$ cat src/rtl/power_ctrl.sv
// Power-level controller: debounces the on/off buttons, requires a long on-press
// to power up, and drops power on an off-press or after an idle period.
module power_ctrl #(
    parameter int unsigned DEBOUNCE_CYCLES = 2_000_000,
    parameter int unsigned ON_HOLD_CYCLES  = 100_000_000,
    parameter int unsigned IDLE_CYCLES     = 1_000_000_000,
    parameter int unsigned CNT_W           = 30
) (
    input  logic clk,
    input  logic rst,
    input  logic power_on_btn,
    input  logic power_off_btn,
    input  logic activity,
    output logic power,
    output logic power_on_pulse
);

    typedef enum logic [1:0] {
        S_OFF,
        S_ARMING,
        S_ON,
        S_WAIT_REL
    } state_e;

    localparam logic [CNT_W-1:0] CNT_ONE   = CNT_W'(1);
    localparam logic [CNT_W-1:0] DEB_LAST  = CNT_W'(DEBOUNCE_CYCLES);
    localparam logic [CNT_W-1:0] HOLD_LAST = CNT_W'(ON_HOLD_CYCLES - 1);
    localparam logic [CNT_W-1:0] IDLE_LAST = CNT_W'(IDLE_CYCLES - 1);

    // Bit 0 carries the on-button, bit 1 the off-button.
    logic [1:0]       sync1_q, sync2_q, deb_q;
    logic [CNT_W-1:0] deb_cnt_q [2];
    logic             deb_off_prev_q;

    state_e           state_q, state_d;
    logic [CNT_W-1:0] hold_q, hold_d;
    logic [CNT_W-1:0] idle_q, idle_d;
    logic             power_q, pulse_q;

    logic deb_on, deb_off, off_rise;

    assign deb_on   = deb_q[0];
    assign deb_off  = deb_q[1];
    assign off_rise = deb_off && !deb_off_prev_q;

    // NOTE: sequential state is updated with <= so every flop samples pre-edge values.
    always_ff @(posedge clk) begin
        if (rst) begin
            sync1_q        <= '0;
            sync2_q        <= '0;
            deb_q          <= '0;
            deb_off_prev_q <= 1'b0;
            for (int i = 0; i < 2; i++) deb_cnt_q[i] <= '0;
        end else begin
            sync1_q        <= {power_off_btn, power_on_btn};
            sync2_q        <= sync1_q;
            deb_off_prev_q <= deb_q[1];
            for (int i = 0; i < 2; i++) begin
                if (sync2_q[i] == deb_q[i]) begin
                    deb_cnt_q[i] <= '0;
                end else if (deb_cnt_q[i] + CNT_ONE == DEB_LAST) begin
                    deb_q[i]     <= sync2_q[i];
                    deb_cnt_q[i] <= '0;
                end else begin
                    deb_cnt_q[i] <= deb_cnt_q[i] + CNT_ONE;
                end
            end
        end
    end

    // NOTE: every always_comb output gets a default first so no latch is inferred.
    always_comb begin
        state_d = state_q;
        hold_d  = '0;
        idle_d  = '0;
        unique case (state_q)
            S_OFF: begin
                if (deb_on && !deb_off) state_d = S_ARMING;
            end
            S_ARMING: begin
                if (!deb_on || deb_off)            state_d = S_OFF;
                else if (hold_q + CNT_ONE == HOLD_LAST) state_d = S_ON;
                else                               hold_d  = hold_q + CNT_ONE;
            end
            S_ON: begin
                // Off-press and idle timeout collapse into one transition.
                if (off_rise)                state_d = S_WAIT_REL;
                else if (activity)           idle_d  = '0;
                else if (idle_q == IDLE_LAST) state_d = S_WAIT_REL;
                else                         idle_d  = idle_q + CNT_ONE;
            end
            S_WAIT_REL: begin
                if (!deb_on && !deb_off) state_d = S_OFF;
            end
            default: state_d = S_OFF;
        endcase
    end

    always_ff @(posedge clk) begin
        if (rst) begin
            state_q <= S_OFF;
            hold_q  <= '0;
            idle_q  <= '0;
            power_q <= 1'b0;
            pulse_q <= 1'b0;
        end else begin
            state_q <= state_d;
            hold_q  <= hold_d;
            idle_q  <= idle_d;
            power_q <= (state_d == S_ON);
            pulse_q <= (state_d == S_ON) && (state_q != S_ON);
        end
    end

    assign power          = power_q;
    assign power_on_pulse = pulse_q;

endmodule

$ cat config.mk
export PLATFORM = sky130hd
export DESIGN_NAME = power_ctrl
export DESIGN_NICKNAME = d
export VERILOG_FILES = /design/src/rtl/power_ctrl.sv
export SDC_FILE = /design/constraint.sdc
export NUM_CORES = 1
export LEC_CHECK = 0
export CAP_MARGIN = 20
export CORE_MARGIN = 2
export CORE_UTILIZATION = 30
export CTS_BUF_LIST = sky130_fd_sc_hd__clkbuf_4 sky130_fd_sc_hd__clkbuf_8
export DETAILED_ROUTE_END_ITERATION = 8
export DONT_BUFFER_PORTS = 1
export REMOVE_ABC_BUFFERS = 1
export SLEW_MARGIN = 40
export SYNTH_ARGS = -nofsm -noshare
export SYNTH_HDL_FRONTEND = slang
export SYNTH_SLANG_ARGS = --single-unit
$ cat constraint.sdc
create_clock -name clk -period 4.9 [get_ports clk]
set_input_delay 0.245 -clock clk [delete_from_list [all_inputs] [get_ports clk]]
set_output_delay 0.245 -clock clk [all_outputs]
set_load 0.01 [all_outputs]
======== Word level (Yosys, flattened, before mapping) ========
Memory sizes are Yosys's and may differ from the RTL's.
Cells that the tools add are included.
Widths: inputs -> output; s select.
operators by class
  add/subtract/negate cells ............... 4
  reductions and logical operators ........ 13
  bitwise operators ....................... 10
  multiplexer cells ....................... 38
  equal/unequal tests ..................... 11
operator list
  cell                   number
  $mux 30                6
  $add 30x1->30 const B  4
  $eq 30x21->1 const B   2
  $eq 30x27->1 const B   1
  $eq 30x30->1 const B   1
  $mux 1                 24
  $mux 2                 7
  $pmux 2 s4             1
  $eq 2x2->1 const B     3
  $or 1x1->1             6
  $reduce_or 5->1        1
  $logic_and 1x1->1      4
  $not 1->1              4
  $reduce_and 2->1       2
  $reduce_or 4->1        1
  $logic_not 1->1        3
  $eq 1x1->1             2
  $eq 2x1->1 const B     1
  $logic_not 2->1        1
  $ne 2x2->1 const B     1
  $logic_or 1x1->1       1
word-level totals
  memories ................................ 1
  output and inout bits ................... 2
  word-level logic and storage cells ...... 87
  bits in registers ....................... 71
  RAM bits ................................ 60
memories
  memory     depth  bits a word  rd ports  clocked after memory_dff  write ports  RTL line  RTL
  deb_cnt_q  2      30           2         0                         2            32        logic [CNT_W-1:0] deb_cnt_q [2];

======== Longest topological paths before layout ========
Gate-level depths: netlist of the first run.
  depth after elaboration ................. 8
  gate-level depth with buffers ........... 10
  depth with buffers taken out ............ 8

======== Worst setup path before layout of the first run ========
Ideal clock, no wire load.
  kind .................................... reg-to-reg
  start ................................... memory deb_cnt_q[0][0]
  end ..................................... memory deb_cnt_q[0][24], data pin
  buffers on the path ..................... 1
  slack ................................... 2,082 ps
  cell stages (with the launch flop) ...... 10
  data arrival time ....................... 2,564 ps
  data required time ...................... 4,646 ps
  library setup time ...................... 254 ps
  cells stage by stage .................... edfxtp_1 > ha_1 > and2_0 > nand3_1 > or4_2 > a211oi_2 > nand4_2 > o21bai_4 > buf_6 > nor2_1
RTL lines
  item         RTL line
  from (decl)  32

==> results by group, run 1 <==
Yosys
  – Yosys top cell area share: 0.242
  – Ranking of synthesized cells by area: edfxtp_1 24%, dfxtp_1 19%, xnor2_1 6.5%, xor2_1 6.5%, nor2_1 6.3%
  – Simple-gate area share of the yosys netlist: 0.308
  – Async set or reset register ratio after synthesis: 0
  – Predominant post-synthesis flop cell: dfxtp_1
  – Commonest cells post-synth: 126 x nor2_1, 71 x dfxtp_1, 66 x nand2_1, 60 x edfxtp_1
  – Synth Area in Compound Gates: 0.0789
  – Post-synthesis sequential area ratio: 0.432
  – Synth Warn #: 0
  – Post-synthesis register bit count: 131
  – Post-Synthesis Cells: 806
  – Unique masters post-synth: 76
  – Xor/xnor share of the synthesized area: 0.129
  – EDFF count, synth: 60
  – Synth area leader: edfxtp_1
  – Fraction of synthesized area in multiplexers: 0.00856
  – Cell Area, Synth: 0.00746 sq mm
  – Largest family of logic cells by synthesized area: simple AND/OR/NAND/NOR gates
  – Synth Area in Adders: 0.00839
  – Syn avg cell area: 9.25 sq um
  – Most common cell in the netlist: nor2_1

Floorplanning
  – Die X: 162 um
  – Die Footprint: 0.0261 sq mm
  – Starting Density: 0.306
  – Rows: 57
  – Core ar.: 0.0244 sq mm
  – IO Count: 7
  – Die H: 162 um

Clock tree
  – Cts repair resizes: 0
  – Num CTS Buffers: 17
  – Deepest clock path buffer count: 2
  – CTS clock-pin slew for the worst setup and hold paths: 90 ps
  – CTS tree: done
  – CTS Sinks: 131
  – Clk_lat worst skew: 460 ps
  – H-tree depth: 4
  – CTS root buffer: clkbuf_8

Worst setup path
  – Critical-path cell list: ha_1, and2_0, nand3_1, or4_2, a211oi_2, nand4_2, o21bai_4, o21ba_2
  – CP Capture Type: register
  – Required @ worst endpoint: 5120 ps
  – CP Buf/Inv Count: 0
  – Startpoint types: register
  – CP delay by family, top: simple AND/OR/NAND/NOR gates
  – Crit path from: deb_cnt_q[0][0]$_SDFFCE_PN0P_
  – Critical-path top delay cell: or4_2
  – Worst setup path category: register to register
  – R2r startpoint: deb_cnt_q[0][0]$_SDFFCE_PN0P_
  – Largest stage delay, worst path: 800 ps
  – Worst EP arrival: 3910 ps
  – Worst-path fanout max: 26

Detailed routing
  – Vias per Instance: 4.83
  – Wire per inst: 12.6 um
  – Initial DRC Count: 329
  – Antenna-violating nets left: 0
  – Overall routed net length: 15100 um
  – # DRC: 0
  – Vias: 5785
  – First drt pass iteration count: 4

Pwr
  – Sw Share: 0.226
  – PD cells: 266 mW/mm^2
  – NetSw: 0.000503 W
  – Int Pwr: 0.00172 W
  – Worst ir drop on vdd: 0.172 mV
  – Clk pwr share: 0.434
  – Final Total Pwr: 0.00222 W
  – Sequential share of power: 0.537
  – Pleak: 2.65 nW
  – Comb pwr share: 0.029

Global routing
  – Overall Global Routing Usage: 0.120
  – Pin count of the biggest net entering global routing: 33
  – First-pass GRT wire length: 25900 um
  – Initial antenna violation count: 0
  – Vias in the first global route: 5410
  – Grt ovf: 0

Worst hold path
  – Hold crit path type: input port to register
  – Worst Hold Launch: rst

Final layout
  – Final cell count without fillers: 1198
  – Layout area overhead: 12.1%
  – Antenna Cells: 0
  – Share of cells above drive strength 1: 0.0778
  – Layout Nets: 871

Timing
  – Minimum clock period after layout: 3690 ps
  – Fin. Hold Viols: 0
  – Slew headroom: 0.537
  – Peak Freq: 0.271 GHz
  – Period utilization: 0.753
  – RSZ-0062 raised after global routing: false
  – Number of max-slew violations in the final report: 0
  – Worst slew pin tran: 689 ps
  – Worst Clk Skew: 13.5 ps
  – Final setup TNS: 0 ps
  – Final setup viols: 0

Run status
  – Status: finished, final reports clean

Place
  – Final HPWL DP: 10500 um
  – Placed insts: 1163
  – Final Wtd Congestion: 0.788
  – IO buf count: 0

Flow run
  – Max-Cap Viols: 0
==> kinds of logic after synthesis <==
kind of cell,after synthesis
buffers and inverters,46
xor gates and xnor gates,110
AOI/OAI and AO/OA,76
other,1
and+or+nand+nor,431
adders and majority gates,5
muxes,6
DFF,131
==> repair_timing <==
item / in CTS / in global routing
hold buffers: 3 / 0
hold endpoints to repair: 9 / 0
setup buffers: 0 / 0
==> worst reg2reg max path, delay by kind of cell, from the launching register on <==
| kind | cells | cell delay [ps] |
|---|---|---|
| simple gates | 4 | 1660 |
| compound gates | 3 | 1100 |
| flops | 1 | 430 |
| fa+ha+maj | 1 | 270 |
==> final timing paths <==
| path | end | slack (ps) | cells after the start |
|---|---|---|---|
| hold reg to reg | sync2_q[0]$_SDFF_PP0_ | 440 | 1 |
| setup reg to reg | deb_cnt_q[0][17]$_SDFFCE_PN0P_ | 1210 | 8 |
| setup / recovery | deb_cnt_q[0][17]$_SDFFCE_PN0P_ | 1210 | 8 |
| hold / removal | idle_q[6]$_SDFF_PP0_ | 30 | 2 |
==> power by group through the flow <==
stage	sequential (W)	clock, W	combinational, W
floorplan	0.00121	0	0.0000513
global placement	0.00122	0	0.0000598
detailed placement	0.00122	0	0.0000595
CTS	0.00119	0.000991	0.0000635
global route	0.00120	0.00104	0.0000738
finish	0.00119	0.000964	0.0000648
==> final cells by class <==
type / count / area, sq um
Timing Repair Buffer: 4 / 37.5
Clock buffer: 21 / 270
Inverter: 19 / 71.3
Clock inverter: 11 / 135
Tap cell: 324 / 405
Multi-Input combinational cell: 688 / 4220
Sequential cell: 131 / 3220
Fill cell: 2527 / 16000
==> routing by layer <==
layer | vias up | routed length [um] | global-route usage
li1 | 2951 | - | -
met4 | 0 | 157 | 0.0418
met5 | - | 0 | 0
met3 | 14 | 444 | 0.0296
met1 | 2751 | 7630 | 0.162
met2 | 69 | 6890 | 0.188
==> placed cells by master, fill, tap and decap left out, types with 13 or more instances in the layout <==
cell      count
conb_1       60
nand3_1      43
inv_1        19
a21oi_1      14
dfxtp_1      71
clkbuf_8     18
o21ai_0      13
edfxtp_1     60
nand4_1      34
xor2_1       55
nor3_1       41
and2_1       14
nor4_1       14
nand2_1      64
and3_1       13
nor2_1      126
and4_1       13
xnor2_1      55
==> stage by stage <==
step                      cell area, sq um  utilization  hold slack (ps)  setup slack (ps)
final                                 8360        0.343             27.5              1210
after global routing                  8360        0.343             11.9               909
after CTS                             8360        0.343             5.43              1180
after detailed placement              7920        0.325              325              1190
after global placement                7920        0.325              323              1270
after floorplan                       7500            -              314              1250
==> registers in the layout, summed over array words and instances, names as in the netlist <==
signal / flops
power_on_pulse: 1
sync2_q: 2
power: 1
state_q: 2
deb_q: 2
hold_q: 30
deb_off_prev_q: 1
idle_q: 30
deb_cnt_q: 60
sync1_q: 2
Power figures use the tool's default switching activity.
==> run 2, diff against run 1 <==
clock period = 3.5 ns   (was 4.9 ns; I/O delays follow)
==> results by group, run 2 (synthesized netlist as in run 1, its figures left out) <==
Floorplanning
  – Die H: 162 um (unchanged)
  – Die Footprint: 0.0261 sq mm (unchanged)
  – Core ar.: 0.0244 sq mm (unchanged)
  – IO Count: 7 (unchanged)
  – Rows: 57 (unchanged)
  – Starting Density: 0.306 (unchanged)
  – Die X: 162 um (unchanged)

Worst setup path
  – Startpoint types: register
  – CP Capture Type: register
  – Worst-path fanout max: 11 (-58%)
  – Reg2reg path depth: 10 (+2)
  – Worst setup path category: register to register
  – Worst R2R End: deb_cnt_q[0][25]$_SDFFCE_PN0P_
  – Register-to-register setup slack: 320 ps (-890 ps)
  – Worst EP arrival: 3360 ps (-550 ps)
  – R2r startpoint: deb_cnt_q[0][0]$_SDFFCE_PN0P_
  – Required @ worst endpoint: 3690 ps (-1430 ps)

Final layout
  – Layout area overhead: 13.2%
  – Antenna Cells: 0 (unchanged)
  – Max reg flops: 60 (unchanged)
  – Biggest regs: deb_cnt_q: 60 flops, hold_q: 30 flops, idle_q: 30 flops
  – Layout Nets: 884 (+1.5%)
  – Finished Cell Area: 0.00844 sq mm (+0.93%)
  – Share of cells above drive strength 1: 0.0869 (+0.00910)
  – Most flops, register: deb_cnt_q
  – Commonest non-fill, non-tap cell in the layout: nor2_1
  – Commonest cells after routing, fill and taps aside: 126 x nor2_1, 71 x dfxtp_1, 65 x nand2_1
  – Fin util: 0.346 (+0.00318)

Clock tree
  – Num CTS Buffers: 17 (unchanged)
  – Deepest clock path buffer count: 2 (unchanged)
  – H-tree depth: 4 (unchanged)
  – Clk_lat worst skew: 450 ps (about the same)
  – CTS tree: done
  – CTS root buffer: clkbuf_8
  – CTS clock-pin slew for the worst setup and hold paths: 70 ps (-20 ps)
  – Cts repair resizes: 0 (unchanged)
  – CTS Sinks: 131 (unchanged)

Global routing
  – Grt ovf: 0 (unchanged)
  – Initial antenna violation count: 0 (unchanged)
  – Overall Global Routing Usage: 0.120 (about the same)
  – Pin count of the biggest net entering global routing: 29 (-12%)
  – Vias in the first global route: 5406 (-0.074%)
  – First-pass GRT wire length: 25800 um (-0.29%)

Run status
  – Status: finished, final reports clean

Timing
  – Period utilization: 0.908 (+0.155)
  – Worst Clk Skew: 15.1 ps (+1.57 ps)
  – WHS: 158 ps (+131 ps)
  – Final setup viols: 0 (unchanged)
  – Minimum clock period after layout: 3180 ps (-511 ps)
  – Final setup TNS: 0 ps (unchanged)
  – Slew headroom: 0.517 (-0.0202)
  – Fin. Hold Viols: 0 (unchanged)
  – Peak Freq: 0.315 GHz (+16%)
  – Number of max-slew violations in the final report: 0 (unchanged)
  – Worst slew pin tran: 719 ps (+30.0 ps)
  – RSZ-0062 raised after global routing: false

Detailed routing
  – Antenna-violating nets left: 0 (unchanged)
  – Initial DRC Count: 375 (+14%)
  – # DRC: 0 (unchanged)
  – First drt pass iteration count: 5 (+1)
  – Overall routed net length: 15000 um (-0.54%)
  – Wire per inst: 12.4 um (-1.5%)
  – Vias: 5800 (+0.26%)
  – Vias per Instance: 4.79 (-0.74%)

Place
  – IO buf count: 0 (unchanged)
  – Final Wtd Congestion: 0.799 (+1.4%)
  – Placed Instance Area: 0.00800 sq mm (+0.92%)
  – Final HPWL DP: 10700 um (+2.2%)

Worst hold path
  – Hold Path End: deb_cnt_q[0][29]$_SDFFCE_PN0P_
  – Hold crit path type: input port to register
  – Worst Hold Launch: rst
  – Hold Path Stages: 2 (unchanged)

Flow run
  – Max-Cap Viols: 0 (unchanged)

Pwr
  – PD cells: 359 mW/mm^2 (+35%)
  – Final Total Pwr: 0.00303 W (+36%)
  – Worst ir drop on vdd: 0.266 mV (+55%)
  – Pleak: 2.71 nW (+2.2%)
[run 2: cell types whose count changed in the layout (fill, tap and decap cells not counted), moves of 2 or more]
| cell | delta |
|---|---|
| buf_4 | +11 |
| clkinvlp_4 | -2 |
| clkinv_2 | -3 |
| clkbuf_4 | +5 |
[run 2: timing repair]
item / in CTS / in global routing
hold buffers: 4 / 0
endpoints found under the hold margin: 12 / 0
endpoints found under the setup margin: 0 / 13
setup buffers: 0 / 2
[run 2: layout make-up]
class,count,area [sq um]
Timing Repair Buffer,17,150
Tap cell,324,405
Sequential cell,131,3220
Inverter,19,71.3
Clock buffer,25,294
Clock inverter,6,81.3
Multi-Input combinational cell,688,4210
Fill cell,2515,16000
[run 2: layer usage]
layer  up-vias  GRT usage  routed length (um)  share of wire
met5         -          0                   0              0
met4         0     0.0362                 159          0.011
met3        12     0.0289                 556          0.037
met2        81      0.188                6590           0.44
met1      2723      0.165                7730           0.51
li1       2984          -                   -              -
[run 2: critical path: stages (launching register included)]
cell and delay (ps):
edfxtp_1 460, ha_1 300, and2_0 270, nor2b_1 210, or4b_2 610, a211oi_1 320, o2111ai_2 220, o21bai_4 200
buf_12 150, buf_4 140, nor2_1 50
[run 2: how the worst max path moves through the flow]
| stage | startpoint | endpoint | depth (start not counted) | slack, ps |
|---|---|---|---|---|
| global route | deb_cnt_q[1][0]$_SDFFCE_PN0P_ | deb_cnt_q[1][18]$_SDFFCE_PN0P_ | 8 | 80 |
| CTS | deb_cnt_q[0][0]$_SDFFCE_PN0P_ | deb_cnt_q[0][25]$_SDFFCE_PN0P_ | 9 | 130 |
| finish | deb_cnt_q[0][0]$_SDFFCE_PN0P_ | deb_cnt_q[0][25]$_SDFFCE_PN0P_ | 10 | 320 |
| floorplan | hold_q[0]$_SDFF_PP0_ | power$_SDFF_PP0_ | 8 | -150 |
| global placement | deb_cnt_q[0][0]$_SDFFCE_PN0P_ | deb_cnt_q[0][25]$_SDFFCE_PN0P_ | 9 | 240 |
| detailed placement | deb_cnt_q[0][0]$_SDFFCE_PN0P_ | deb_cnt_q[0][25]$_SDFFCE_PN0P_ | 9 | 160 |
[run 2: power by group]
| part | total, W | switching, W | internal [W] |
|---|---|---|---|
| Sequential | 0.00167 | 0.0000420 | 0.00163 |
| Combinational | 0.0000980 | 0.0000544 | 0.0000436 |
| Clock | 0.00126 | 0.000569 | 0.000689 |
| Total | 0.00303 | 0.000665 | 0.00236 |
[run 2: metrics by stage]
step	setup WS, ps	std cells
after global placement	241	1173
after floorplan	-152	838
after global routing	83.9	1210
after CTS	135	1208
final	323	1210
after detailed placement	159	1173
==> run 3, diff against run 2 <==
CORE_MARGIN = 5   (was 2)
==> results by group, run 3 (synthesized netlist as in run 1, its figures left out) <==
Final layout
  – Biggest regs: deb_cnt_q: 60 flops, hold_q: 30 flops, idle_q: 30 flops
  – Fill cells: 2541 (+1.0%)
  – Max reg flops: 60 (unchanged)
  – Commonest cells after routing, fill and taps aside: 126 x nor2_1, 71 x dfxtp_1, 65 x nand2_1
  – Layout area overhead: 13.7%
  – Commonest non-fill, non-tap cell in the layout: nor2_1
  – Share of cells above drive strength 1: 0.0880 (+0.00113)
  – Antenna Cells: 0 (unchanged)
  – Layout Nets: 883 (-0.11%)
  – Final cell count without fillers: 1210 (unchanged)
  – Most flops, register: deb_cnt_q

Worst setup path
  – Register-to-register setup slack: 260 ps (-60 ps)
  – CP Capture Type: register
  – CP delay by family, top: simple AND/OR/NAND/NOR gates
  – CP Buf/Inv Count: 1 (-1)
  – R2r startpoint: deb_cnt_q[0][0]$_SDFFCE_PN0P_
  – Worst-path fanout max: 12 (+1)
  – Required @ worst endpoint: 3700 ps (about the same)
  – Reg2reg path depth: 9 (-1)
  – Worst R2R End: deb_cnt_q[0][2]$_SDFFCE_PN0P_
  – Worst EP arrival: 3440 ps (+80 ps)
  – Critical-path top delay cell: or4_2
  – Largest stage delay, worst path: 710 ps (+100 ps)
  – Critical-path cell list: ha_1, and2_0, nand3_1, or4_2, a211oi_2, nand4_2, o21bai_4, buf_4, nor2_1
  – Startpoint types: register
  – Worst setup path category: register to register

Global routing
  – Grt ovf: 0 (unchanged)
  – Initial antenna violation count: 0 (unchanged)
  – First-pass GRT wire length: 26800 um (+3.8%)
  – Vias in the first global route: 5568 (+3.0%)
  – Pin count of the biggest net entering global routing: 32 (+10%)
  – Overall Global Routing Usage: 0.112 (-0.00771)

Clock tree
  – CTS Hold Bufs: 4 (unchanged)
  – Cts repair resizes: 0 (unchanged)
  – CTS tree: done
  – CTS clock-pin slew for the worst setup and hold paths: 80 ps (about the same)
  – CTS root buffer: clkbuf_8
  – Clk_lat worst skew: 440 ps (about the same)
  – Post-CTS setup buffer count: 0 (unchanged)
  – Num CTS Buffers: 17 (unchanged)
  – H-tree depth: 4 (unchanged)
  – Deepest clock path buffer count: 2 (unchanged)
  – CTS Sinks: 131 (unchanged)

Timing
  – Worst Clk Skew: 9.38 ps (-5.70 ps)
  – Number of max-slew violations in the final report: 0 (unchanged)
  – Worst slew pin tran: 645 ps (-73.7 ps)
  – Fin. Hold Viols: 0 (unchanged)
  – WHS: 136 ps (-21.6 ps)
  – Final setup viols: 0 (unchanged)
  – Period utilization: 0.925 (+0.0170)
  – Peak Freq: 0.309 GHz (-1.8%)
  – Minimum clock period after layout: 3240 ps (+59.6 ps)
  – Final setup TNS: 0 ps (unchanged)
  – Slew headroom: 0.566 (+0.0495)
  – RSZ-0062 raised after global routing: false

Worst hold path
  – Hold Path Stages: 2 (unchanged)
  – Worst Hold Launch: rst
  – Hold Path End: deb_cnt_q[0][29]$_SDFFCE_PN0P_
  – Hold crit path type: input port to register

Floorplanning
  – Die X: 168 um (+3.7%)
  – IO Count: 7 (unchanged)
  – Core ar.: 0.0244 sq mm (unchanged)
  – Rows: 57 (unchanged)
  – Die H: 168 um (+3.7%)
  – Die Footprint: 0.0281 sq mm (+7.6%)
  – Starting Density: 0.306 (unchanged)

Flow run
  – Max-Cap Viols: 0 (unchanged)

Place
  – IO buf count: 0 (unchanged)
  – Final Wtd Congestion: 0.847 (+6.0%)
  – Final HPWL DP: 10800 um (+0.96%)
  – Placed insts: 1174 (+0.085%)

Detailed routing
  – First drt pass iteration count: 5 (unchanged)
  – Initial DRC Count: 395 (+5.3%)
  – Vias: 5875 (+1.3%)
  – Antenna-violating nets left: 0 (unchanged)
  – Wire per inst: 12.5 um (+0.66%)
  – # DRC: 0 (unchanged)
  – Overall routed net length: 15100 um (+0.66%)
  – Vias per Instance: 4.86 (+1.3%)

Pwr
  – PD cells: 373 mW/mm^2 (+4.0%)
  – Worst ir drop on vdd: 0.240 mV (-9.8%)
  – Pleak: 2.72 nW (+0.37%)

Run status
  – Status: finished, final reports clean
run 3: changes by cell type in the layout (fill, tap and decap cells not counted), sizes merged:
| cell | delta |
|---|---|
| clkinvlp | +1 |
| buf | -1 |
| bufinv | +2 |
| clkinv | +2 |
| inv | +2 |
| clkbuf | -6 |
run 3: metal layers:
metal | wire length, um | track usage
met3 | 518 | 0.0196
met4 | 245 | 0.0395
met5 | 0 | 0
met1 | 7560 | 0.156
met2 | 6820 | 0.176
run 3: how the worst max path moves through the flow:
stage,start,end,slack [ps],cells after the start
2_1_floorplan,hold_q[0]$_SDFF_PP0_,power$_SDFF_PP0_,-150,8
3_3_place_gp,deb_cnt_q[0][0]$_SDFFCE_PN0P_,deb_cnt_q[0][25]$_SDFFCE_PN0P_,310,9
3_5_place_dp,deb_cnt_q[0][0]$_SDFFCE_PN0P_,deb_cnt_q[0][24]$_SDFFCE_PN0P_,250,9
4_1_cts,deb_cnt_q[0][0]$_SDFFCE_PN0P_,deb_cnt_q[0][7]$_SDFFCE_PN0P_,240,9
5_1_grt,deb_cnt_q[0][0]$_SDFFCE_PN0P_,deb_cnt_q[0][2]$_SDFFCE_PN0P_,1,9
6_report,deb_cnt_q[0][0]$_SDFFCE_PN0P_,deb_cnt_q[0][2]$_SDFFCE_PN0P_,260,9
run 3: worst reg2reg max path, stage by stage (launching register included):
cell and delay [ps]:
edfxtp_1 420, ha_1 270, and2_0 310, nand3_1 210
or4_2 710, a211oi_2 250, nand4_2 170, o21bai_4 320
buf_4 250, nor2_1 70
run 3: through the flow:
stage,worst slack [ps],total power (W),utilization,cell area (sq um)
after floorplan,-152,0.00177,-,7500
after global placement,309,0.00179,0.328,8000
after detailed placement,247,0.00179,0.328,8010
after CTS,241,0.00321,0.348,8480
after global routing,1.38,0.00330,0.348,8480
final,263,0.00316,0.348,8480
run 3: layout make-up:
type / count / area [sq um] / area share
multi-input combinational: 688 / 4220 / 0.497
sequential: 131 / 3220 / 0.380
tap: 324 / 405 / 0.0478
clock buffer: 19 / 249 / 0.0294
clock inverter: 13 / 183 / 0.0215
timing repair buffer: 16 / 130 / 0.0154
inverter: 19 / 71.3 / 0.00841
run 3: where the power goes:
| part | internal [W] | switching, W | total (W) |
|---|---|---|---|
| Sequential | 0.00163 | 0.0000416 | 0.00167 |
| Clock | 0.000792 | 0.000603 | 0.00140 |
| Combinational | 0.0000416 | 0.0000542 | 0.0000957 |
| Total | 0.00246 | 0.000699 | 0.00316 |
